===== config.mk =====
export PLATFORM = sky130hd
export DESIGN_NAME = axi3_wr_arbiter
export DESIGN_NICKNAME = d
export VERILOG_FILES = /design/src/rtl/axi3_wr_arbiter.sv
export SDC_FILE = /design/constraint.sdc
export NUM_CORES = 1
export LEC_CHECK = 0
export CAP_MARGIN = 20
export CORE_AREA = 10 10 109 111
export CTS_BUF_LIST = sky130_fd_sc_hd__clkbuf_2
export DETAILED_ROUTE_END_ITERATION = 6
export DIE_AREA = 0 0 119 121
export GPL_TIMING_DRIVEN = 0
export PLACE_DENSITY = 0.74
export SYNTH_ARGS = -nofsm -noshare
export SYNTH_HDL_FRONTEND = slang
export SYNTH_SLANG_ARGS = --single-unit

===== constraint.sdc =====
create_clock -name clk -period 2.6 [get_ports clk]
set_input_delay 0.26 -clock clk [delete_from_list [all_inputs] [get_ports clk]]
set_output_delay 0.26 -clock clk [all_outputs]
set_load 0.02 [all_outputs]

===== src/rtl/axi3_wr_arbiter.sv =====
// ---------------------------------------------------------------------------
// axi3_wr_arbiter
//
// Round-robin arbiter on the AXI3 write path, sitting directly downstream of
// the cache write buffers. Merges N_MASTERS upstream AXI3 write masters onto a
// single AXI3 write port. Exactly one transaction is in flight at a time; the
// grant is taken in IDLE and held from the AW handshake through the B
// handshake. A granted master whose wlast does not line up with awlen+1 beats
// sets a sticky error flag.
//
// Handshake semantics (all channels, both sides): a transfer happens on a
// rising clk edge where valid and ready are both 1. A source holds valid and
// its payload stable until that edge. This block never buffers a payload: the
// granted master's valid/payload go straight to m_*, and the downstream ready
// goes straight back to the granted master only. Everyone else sees ready=0
// (AW/W) or valid=0 (B).
//
// Ports (upstream buses are flat, master i occupies slice i):
//   clk, rst                 clock; synchronous active-high reset
//   i_s_aw*/o_s_awready      upstream write-address channels
//   i_s_w*/o_s_wready        upstream write-data channels
//   o_s_b*/i_s_bready        upstream write-response channels
//   o_m_aw*/i_m_awready      downstream write-address channel
//   o_m_w*/i_m_wready        downstream write-data channel
//   i_m_b*/o_m_bready        downstream write-response channel
//   o_grant_vld              a transaction currently owns the m_* port
//   o_grant_idx              index of the owning master (valid with grant_vld)
//   o_err_wlast              sticky: wlast position disagreed with awlen
//   o_dbg_state              FSM state (0 IDLE, 1 ADDR, 2 DATA, 3 RESP)
//   o_dbg_beat_cnt           W beats accepted in the current burst
// ---------------------------------------------------------------------------
module axi3_wr_arbiter #(
   parameter int N_MASTERS  = 2,
   parameter int ID_WIDTH   = 4,
   parameter int ADDR_WIDTH = 32,
   parameter int DATA_WIDTH = 32,
   localparam int IDX_W     = (N_MASTERS > 1) ? $clog2(N_MASTERS) : 1,
   localparam int STRB_W    = DATA_WIDTH / 8
) (
   input  logic                            clk,
   input  logic                            rst,

   // upstream AW
   input  logic [N_MASTERS-1:0]            i_s_awvalid,
   output logic [N_MASTERS-1:0]            o_s_awready,
   input  logic [N_MASTERS*ID_WIDTH-1:0]   i_s_awid,
   input  logic [N_MASTERS*ADDR_WIDTH-1:0] i_s_awaddr,
   input  logic [N_MASTERS*4-1:0]          i_s_awlen,
   input  logic [N_MASTERS*3-1:0]          i_s_awsize,
   input  logic [N_MASTERS*2-1:0]          i_s_awburst,

   // upstream W
   input  logic [N_MASTERS-1:0]            i_s_wvalid,
   output logic [N_MASTERS-1:0]            o_s_wready,
   input  logic [N_MASTERS*ID_WIDTH-1:0]   i_s_wid,
   input  logic [N_MASTERS*DATA_WIDTH-1:0] i_s_wdata,
   input  logic [N_MASTERS*STRB_W-1:0]     i_s_wstrb,
   input  logic [N_MASTERS-1:0]            i_s_wlast,

   // upstream B
   output logic [N_MASTERS-1:0]            o_s_bvalid,
   input  logic [N_MASTERS-1:0]            i_s_bready,
   output logic [N_MASTERS*ID_WIDTH-1:0]   o_s_bid,
   output logic [N_MASTERS*2-1:0]          o_s_bresp,

   // downstream AW
   output logic                            o_m_awvalid,
   input  logic                            i_m_awready,
   output logic [ID_WIDTH-1:0]             o_m_awid,
   output logic [ADDR_WIDTH-1:0]           o_m_awaddr,
   output logic [3:0]                      o_m_awlen,
   output logic [2:0]                      o_m_awsize,
   output logic [1:0]                      o_m_awburst,

   // downstream W
   output logic                            o_m_wvalid,
   input  logic                            i_m_wready,
   output logic [ID_WIDTH-1:0]             o_m_wid,
   output logic [DATA_WIDTH-1:0]           o_m_wdata,
   output logic [STRB_W-1:0]               o_m_wstrb,
   output logic                            o_m_wlast,

   // downstream B
   input  logic                            i_m_bvalid,
   output logic                            o_m_bready,
   input  logic [ID_WIDTH-1:0]             i_m_bid,
   input  logic [1:0]                      i_m_bresp,

   // status / debug
   output logic                            o_grant_vld,
   output logic [IDX_W-1:0]                o_grant_idx,
   output logic                            o_err_wlast,
   output logic [1:0]                      o_dbg_state,
   output logic [3:0]                      o_dbg_beat_cnt
);

   typedef enum logic [1:0] {
      ST_IDLE = 2'd0,
      ST_ADDR = 2'd1,
      ST_DATA = 2'd2,
      ST_RESP = 2'd3
   } state_t;

   state_t            r_state;
   state_t            w_state_nxt;

   logic [IDX_W-1:0]  r_sel;
   logic [IDX_W-1:0]  r_rr_ptr;
   logic              r_grant_vld;
   logic              r_err_wlast;
   logic [3:0]        r_len;
   logic [3:0]        r_beat_cnt;

   // granted master's channel signals
   logic                  w_sel_awvalid;
   logic [ID_WIDTH-1:0]   w_sel_awid;
   logic [ADDR_WIDTH-1:0] w_sel_awaddr;
   logic [3:0]            w_sel_awlen;
   logic [2:0]            w_sel_awsize;
   logic [1:0]            w_sel_awburst;
   logic                  w_sel_wvalid;
   logic [ID_WIDTH-1:0]   w_sel_wid;
   logic [DATA_WIDTH-1:0] w_sel_wdata;
   logic [STRB_W-1:0]     w_sel_wstrb;
   logic                  w_sel_wlast;
   logic                  w_sel_bready;

   logic                  w_aw_hs;
   logic                  w_w_hs;
   logic                  w_b_hs;
   logic                  w_found;
   logic [IDX_W-1:0]      w_pick;
   logic [IDX_W-1:0]      w_cand;
   logic [IDX_W:0]        w_sum;
   logic [IDX_W-1:0]      w_rr_nxt;

   // ------------------------------------------------------------------
   // Mux of the granted master (r_sel is registered, so these are
   // stable for the whole transaction).
   // ------------------------------------------------------------------
   assign w_sel_awvalid = i_s_awvalid[r_sel];
   assign w_sel_awid    = i_s_awid   [r_sel*ID_WIDTH   +: ID_WIDTH];
   assign w_sel_awaddr  = i_s_awaddr [r_sel*ADDR_WIDTH +: ADDR_WIDTH];
   assign w_sel_awlen   = i_s_awlen  [r_sel*4          +: 4];
   assign w_sel_awsize  = i_s_awsize [r_sel*3          +: 3];
   assign w_sel_awburst = i_s_awburst[r_sel*2          +: 2];
   assign w_sel_wvalid  = i_s_wvalid [r_sel];
   assign w_sel_wid     = i_s_wid    [r_sel*ID_WIDTH   +: ID_WIDTH];
   assign w_sel_wdata   = i_s_wdata  [r_sel*DATA_WIDTH +: DATA_WIDTH];
   assign w_sel_wstrb   = i_s_wstrb  [r_sel*STRB_W     +: STRB_W];
   assign w_sel_wlast   = i_s_wlast  [r_sel];
   assign w_sel_bready  = i_s_bready [r_sel];

   // ------------------------------------------------------------------
   // Downstream port: valids gated by phase, payloads a plain mux.
   // ------------------------------------------------------------------
   assign o_m_awvalid = (r_state == ST_ADDR) && w_sel_awvalid;
   assign o_m_awid    = w_sel_awid;
   assign o_m_awaddr  = w_sel_awaddr;
   assign o_m_awlen   = w_sel_awlen;
   assign o_m_awsize  = w_sel_awsize;
   assign o_m_awburst = w_sel_awburst;

   assign o_m_wvalid  = (r_state == ST_DATA) && w_sel_wvalid;
   assign o_m_wid     = w_sel_wid;
   assign o_m_wdata   = w_sel_wdata;
   assign o_m_wstrb   = w_sel_wstrb;
   assign o_m_wlast   = w_sel_wlast;

   assign o_m_bready  = (r_state == ST_RESP) && w_sel_bready;

   // Response payload is broadcast; only the granted master sees bvalid.
   assign o_s_bid     = {N_MASTERS{i_m_bid}};
   assign o_s_bresp   = {N_MASTERS{i_m_bresp}};

   assign w_aw_hs = o_m_awvalid && i_m_awready;
   assign w_w_hs  = o_m_wvalid  && i_m_wready;
   assign w_b_hs  = i_m_bvalid  && o_m_bready;

   // ------------------------------------------------------------------
   // Upstream ready/valid returns: only the granted master, only in its
   // phase.
   // ------------------------------------------------------------------
   always_comb begin
      o_s_awready = '0;
      o_s_wready  = '0;
      o_s_bvalid  = '0;
      case (r_state)
         ST_ADDR: o_s_awready[r_sel] = i_m_awready;
         ST_DATA: o_s_wready[r_sel]  = i_m_wready;
         ST_RESP: o_s_bvalid[r_sel]  = i_m_bvalid;
         default: ;
      endcase
   end

   // ------------------------------------------------------------------
   // Round-robin pick: first requester at or after r_rr_ptr, wrapping
   // modulo N_MASTERS. Candidates are walked in priority order and the
   // first hit wins.
   // ------------------------------------------------------------------
   always_comb begin
      w_found = 1'b0;
      w_pick  = '0;
      w_sum   = '0;
      w_cand  = '0;
      for (int k = 0; k < N_MASTERS; k++) begin
         w_sum = {1'b0, r_rr_ptr} + (IDX_W+1)'(k);
         if (w_sum >= (IDX_W+1)'(N_MASTERS)) begin
            w_sum = w_sum - (IDX_W+1)'(N_MASTERS);
         end
         w_cand = w_sum[IDX_W-1:0];
         if (!w_found && i_s_awvalid[w_cand]) begin
            w_found = 1'b1;
            w_pick  = w_cand;
         end
      end
   end

   assign w_rr_nxt = (r_sel == IDX_W'(N_MASTERS-1)) ? '0 : r_sel + IDX_W'(1);

   // ------------------------------------------------------------------
   // FSM
   // ------------------------------------------------------------------
   always_ff @(posedge clk) begin
      if (rst) begin
         r_state <= ST_IDLE;
      end else begin
         r_state <= w_state_nxt;
      end
   end

   always_comb begin
      w_state_nxt = r_state;
      case (r_state)
         // Selection only; no handshake can complete here, which gives the
         // one-cycle bubble before the AW phase.
         ST_IDLE: if (w_found) w_state_nxt = ST_ADDR;
         ST_ADDR: if (w_aw_hs) w_state_nxt = ST_DATA;
         // A missing wlast keeps us in DATA; the error flag reports it.
         ST_DATA: if (w_w_hs && w_sel_wlast) w_state_nxt = ST_RESP;
         ST_RESP: if (w_b_hs) w_state_nxt = ST_IDLE;
         default: w_state_nxt = ST_IDLE;
      endcase
   end

   // ------------------------------------------------------------------
   // Grant, round-robin pointer, burst length check
   // ------------------------------------------------------------------
   always_ff @(posedge clk) begin
      if (rst) begin
         r_sel       <= '0;
         r_rr_ptr    <= '0;
         r_grant_vld <= 1'b0;
         r_err_wlast <= 1'b0;
         r_len       <= '0;
         r_beat_cnt  <= '0;
      end else begin
         case (r_state)
            ST_IDLE: begin
               if (w_found) begin
                  r_sel       <= w_pick;
                  r_grant_vld <= 1'b1;
               end
            end
            ST_ADDR: begin
               // awlen is stable while awvalid waits for awready, so
               // sampling every ADDR cycle captures the handshake value.
               r_len      <= w_sel_awlen;
               r_beat_cnt <= '0;
            end
            ST_DATA: begin
               if (w_w_hs) begin
                  r_beat_cnt <= r_beat_cnt + 4'd1;
                  // r_beat_cnt counts beats before this one, so the legal
                  // last beat is the one where it equals awlen.
                  if (w_sel_wlast ? (r_beat_cnt != r_len)
                                  : (r_beat_cnt == r_len)) begin
                     r_err_wlast <= 1'b1;
                  end
               end
            end
            ST_RESP: begin
               if (w_b_hs) begin
                  r_rr_ptr    <= w_rr_nxt;
                  r_grant_vld <= 1'b0;
               end
            end
            default: ;
         endcase
      end
   end

   assign o_grant_vld    = r_grant_vld;
   assign o_grant_idx    = r_sel;
   assign o_err_wlast    = r_err_wlast;
   assign o_dbg_state    = r_state;
   assign o_dbg_beat_cnt = r_beat_cnt;

endmodule


## Yosys cells after proc, flatten, opt, wreduce, memory -nomap -nowiden

Index checks and enable logic that the tools add are counted.

- Eq/ne operators: 10
- $lt $le $gt $ge: 6
- Reductions and logical operators: 19
- Multiplexer cells: 35
- Shift operators: 8
- $mul: 1
- Add/sub/neg operators: 5
- Bitwise logic cells: 3

Operator list:

| operator | number |
|---|---|
| $shiftx 64x7->32 | 2 |
| $shiftx 8x4->4 | 4 |
| $mux 1 | 23 |
| $mux 2 | 7 |
| $logic_and 1x1->1 | 9 |
| $ne 2x2->1 const B | 4 |
| $pmux 2 s4 | 1 |
| $pmux 4 s2 | 1 |
| $and 2x2->2 | 3 |
| $lt 1x2->1 const B | 3 |
| $reduce_and 2->1 | 3 |
| $reduce_and 3->1 | 2 |
| $shiftx 6x4->3 | 1 |
| $add 4x1->4 const B | 1 |
| $eq 2x2->1 const B | 2 |
| $eq 4x4->1 | 1 |
| $mux 4 | 1 |
| $ne 4x4->1 | 1 |
| $reduce_and 4->1 | 1 |
| $reduce_bool 2->1 | 2 |
| $shiftx 4x3->2 | 1 |
| $mul 1x2->3 const B | 1 |
| $add 1x1->2 const B | 1 |
| $eq 2x1->1 const B | 1 |
| 10 further kinds | 11 |

- Output and inout port bits: 116
- Register bits after elaboration: 14
- Input port bits: 189
- Logic and storage cells: 94

## Longest topological paths before layout

Gate-level depths: netlist (run 1).

- Depth in word-level cells: 10
- Gate-level depth with buffers: 7
- Depth with buffers taken out: 6

## Worst setup path before layout (run 1)

Ideal clock, no wire load.

- Path kind: register -> output
- Start point: register r_sel, in the netlist o_grant_idx
- End point: output port o_m_awaddr[0]
- Path buffers: 4
- Data required time: 2340 ps
- Cell stages (with the launch flop): 6
- Data arrival time: 1615 ps
- Slack: 725 ps
- Cell sequence: dfxtp_1 > buf_6 > buf_2 > buf_2 > buf_2 > mux2_2

- Word-level cells in the longest chain between the ends: 1

RTL lines:

| element | line | text |
|---|---|---|
| start, declared | 107 | `logic [IDX_W-1:0] r_sel;` |
| start signal, assigned | 261 | `r_sel <= w_pick;` |
| $shiftx 64x7->32 | 143 | `assign w_sel_awaddr = i_s_awaddr [r_sel*ADDR_WIDTH +: ADDR_WIDTH];` |
| end, declared | 70 | `output logic [ADDR_WIDTH-1:0] o_m_awaddr,` |

Every way passes these cells.

## Worst setup path in the final report (run 1)

- Start point: register r_sel, in the netlist o_grant_idx
- End point: output port o_m_wdata[26]

- Word-level cells in the longest chain between the ends: 1

RTL lines:

| element | line | text |
|---|---|---|
| $shiftx 64x7->32 | 149 | `assign w_sel_wdata = i_s_wdata [r_sel*DATA_WIDTH +: DATA_WIDTH];` |
| end, declared | 79 | `output logic [DATA_WIDTH-1:0] o_m_wdata,` |

Every way passes these cells.

==> results of run 1 <==
power groups by stage:
stage	combinational (mW)	sequential, mW	clock [mW]
6_report	1.98	0.302	0.108
5_1_grt	2.09	0.309	0.117
4_1_cts	2.00	0.302	0.108
3_5_place_dp	1.99	0.306	0
3_3_place_gp	1.96	0.304	0
2_1_floorplan	1.01	0.328	0
per-layer routing:
metal	up-vias	wire length [um]
met4	2	191
met2	118	8060
met5	-	20
met1	1300	5630
li1	1345	-
met3	13	821
sequential cells by signal (all words and copies together), names as in the netlist:
register,flops
r_rr_ptr,1
o_grant_vld,1
o_dbg_state,2
o_grant_idx,1
r_len,4
o_err_wlast,1
o_dbg_beat_cnt,4
worst paths after layout:
kind                                    start  slack [ps]  depth (start not counted)                     endpoint
hold reg to reg      o_grant_vld$_SDFFE_PP0P_         490                          2     o_grant_vld$_SDFFE_PP0P_
hold / removal       o_grant_vld$_SDFFE_PP0P_         490                          2     o_grant_vld$_SDFFE_PP0P_
setup / recovery     o_grant_idx$_SDFFE_PP0P_         100                          5                o_m_wdata[26]
setup reg to reg  o_dbg_state[0]$_SDFFE_PP0P_         540                          6  o_dbg_state[1]$_SDFFE_PP0P_
cells in the mapped netlist:
master     count  area share
and2_1         1      0.0032
clkbuf_1       2      0.0038
a21oi_1        4       0.010
o211ai_1       1      0.0038
nor3b_1        1      0.0038
a22o_1         1      0.0044
xnor2_1        3       0.013
nand2_1        9       0.017
buf_4         12       0.045
a211o_1        1      0.0044
a32oi_1        1      0.0044
nand3_1        3      0.0076
mux2i_2        1      0.0069
buf_2         10       0.025
xor2_1         4       0.018
o31a_1         1      0.0044
a2111oi_4      1       0.014
nor4_1         1      0.0032
o221a_1        1      0.0057
nor2_1        15       0.028
ha_1           6       0.038
a31oi_1        1      0.0032
o311ai_0       1      0.0044
mux2i_1        7       0.035
buf_6          1      0.0057
nor3_1         4       0.010
mux2_2        87        0.49
nor2b_1        3      0.0094
dfxtp_1       14        0.14
or2_2          1      0.0032
o21ai_0        2      0.0050
inv_1          5      0.0094
nand2b_1       4       0.013
a21boi_1       1      0.0038
through the flow:
step                setup slack, ps  setup TNS (ps)  instances  hold slack [ps]
floorplan                       725               0        210              337
global placement               87.1               0        641              471
detailed placement             54.3               0        641              463
CTS                            27.0               0        644              495
global route                  -1.22           -1.22        644              518
finish                          104               0        644              495
critical path, stage by stage, from the launching register on:
cell and delay (ps):
dfxtp_1 380, buf_6 190, buf_4 210, clkbuf_4 240, mux2_2 350, clkdlybuf4s50_1 570
cells by family after synthesis:
group / synth area share
AO/OA/AOI/OAI: 0.0674
XOR/XNOR: 0.0309
adder cells (fa/ha/maj): 0.0378
buffers and inverters: 0.0894
flip-flops: 0.141
multiplexers: 0.535
AND/OR/NAND/NOR: 0.0982
area by class of cell:
class,count,area (um2),share of cell area
timing repair buffer,298,3000,0.579
multi-input combinational,166,1530,0.296
sequential,14,280,0.0542
tap,133,166,0.0322
buffer,24,165,0.0319
inverter,5,18.8,0.00363
clock buffer,3,15.0,0.00290
clock inverter,1,3.75,0.000726
timing repair:
item / in CTS / in global routing
gates resized for setup: 2 / 8
setup endpoints to repair: 33 / 20
hold buffers: 0 / 0
pin swaps: 0 / 0
==> metrics, run 1 <==
status completed; endpoints failing setup 0; Setup CP Type reg2out; CTS Buffer Depth 2; drt total wl 14.7 mm; final core utilization 0.537; crit end category output pin; initial antenna violation count 1; TritonCTS Sinks 14; Die Wd 119 um; global routing's busiest layer met2; crit path DAT 2240 ps; Slew Viols, Final 0; Tot Pwr 2.39 mW; YS warnings 0; Die H 121 um; Hold Vio Cnt, Final 0; clk_lat worst skew 300 ps; ANT cells 0; postcts setup bufs 0; core area 9640 um2; sequential fraction of design power 0.126; CP required 2340 ps; io pins 305; Post-Layout Inst Area 5170 um2; commonest non-fill, non-tap cell in the layout clkdlybuf4s50_1; GRT Util Overall 0.186; layout cells sized above 1 0.227; Port Buffers 298; # rows 36; final setup skew 10.6 ps; Max Cap Viol 0; synth-to-layout area growth 160%; Routed Antenna Nets 0; wire per inst 22.9 um; Global Route met2 Usage 0.355; Post-DP HPWL 13.2 mm; 1st-pass router iterations 4; Post-Syn Instances 210; grt total ovfl 0; Syn Std Cell Area 1990 um2; clock slew at reported path FFs 140 ps; Net Count, Synth 405; area of the die 14,400 um2; worst-path maximum fanout 15; DP Area 5140 um2; root buf cell clkbuf_2; relative slew slack 0.689; Yosys reg bits 14; global-route wire length before repair 20.5 mm; largest net degree at the start of global routing 16; Worst Setup Start Kind flop; sequential fraction of the synthesis area 0.141; GR Util met1 0.206; Sw Pwr 1.02 mW; combinational share of power 0.829; Switching Fraction 0.426; drt drc 0; Int Pwr 1.37 mW; vias in the first global route 2,895; post-route clock period utilization 0.960; layout net count 707; CTS Buf Count 3; 1st-iter DRT viols 126; Filler Cell Count 911; Final min period 2500 ps; grt met3 use 0.0423; vias 2,778; leakage power 2.00 nW; worst slew pin tran 457 ps; initial core utilization 0.206; Synth cell types 34; f_max 401 MHz; # H-tree levels 1; Hold Path Class reg2reg; syn avg cell area 9.46 um2; CTS tree yes; gp weighted congestion 0.859; maximum vdd drop 0.411 mV; Clk pwr share 0.045; Power Density 462 nW/um2; most frequent cells in the layout clkdlybuf4s50_1 (293), mux2_2 (87), nor2_1 (15); Via-to-Cell Ratio 4.31; RSZ-0062 raised after global routing true
No activity file was read; power rests on OpenSTA's default activity.
==> run 2: changes to the inputs <==
- SLEW_MARGIN: not set -> 30
==> results of run 2 <==
Same layout as run 1: the final DEF is identical, and so are final timing and power.
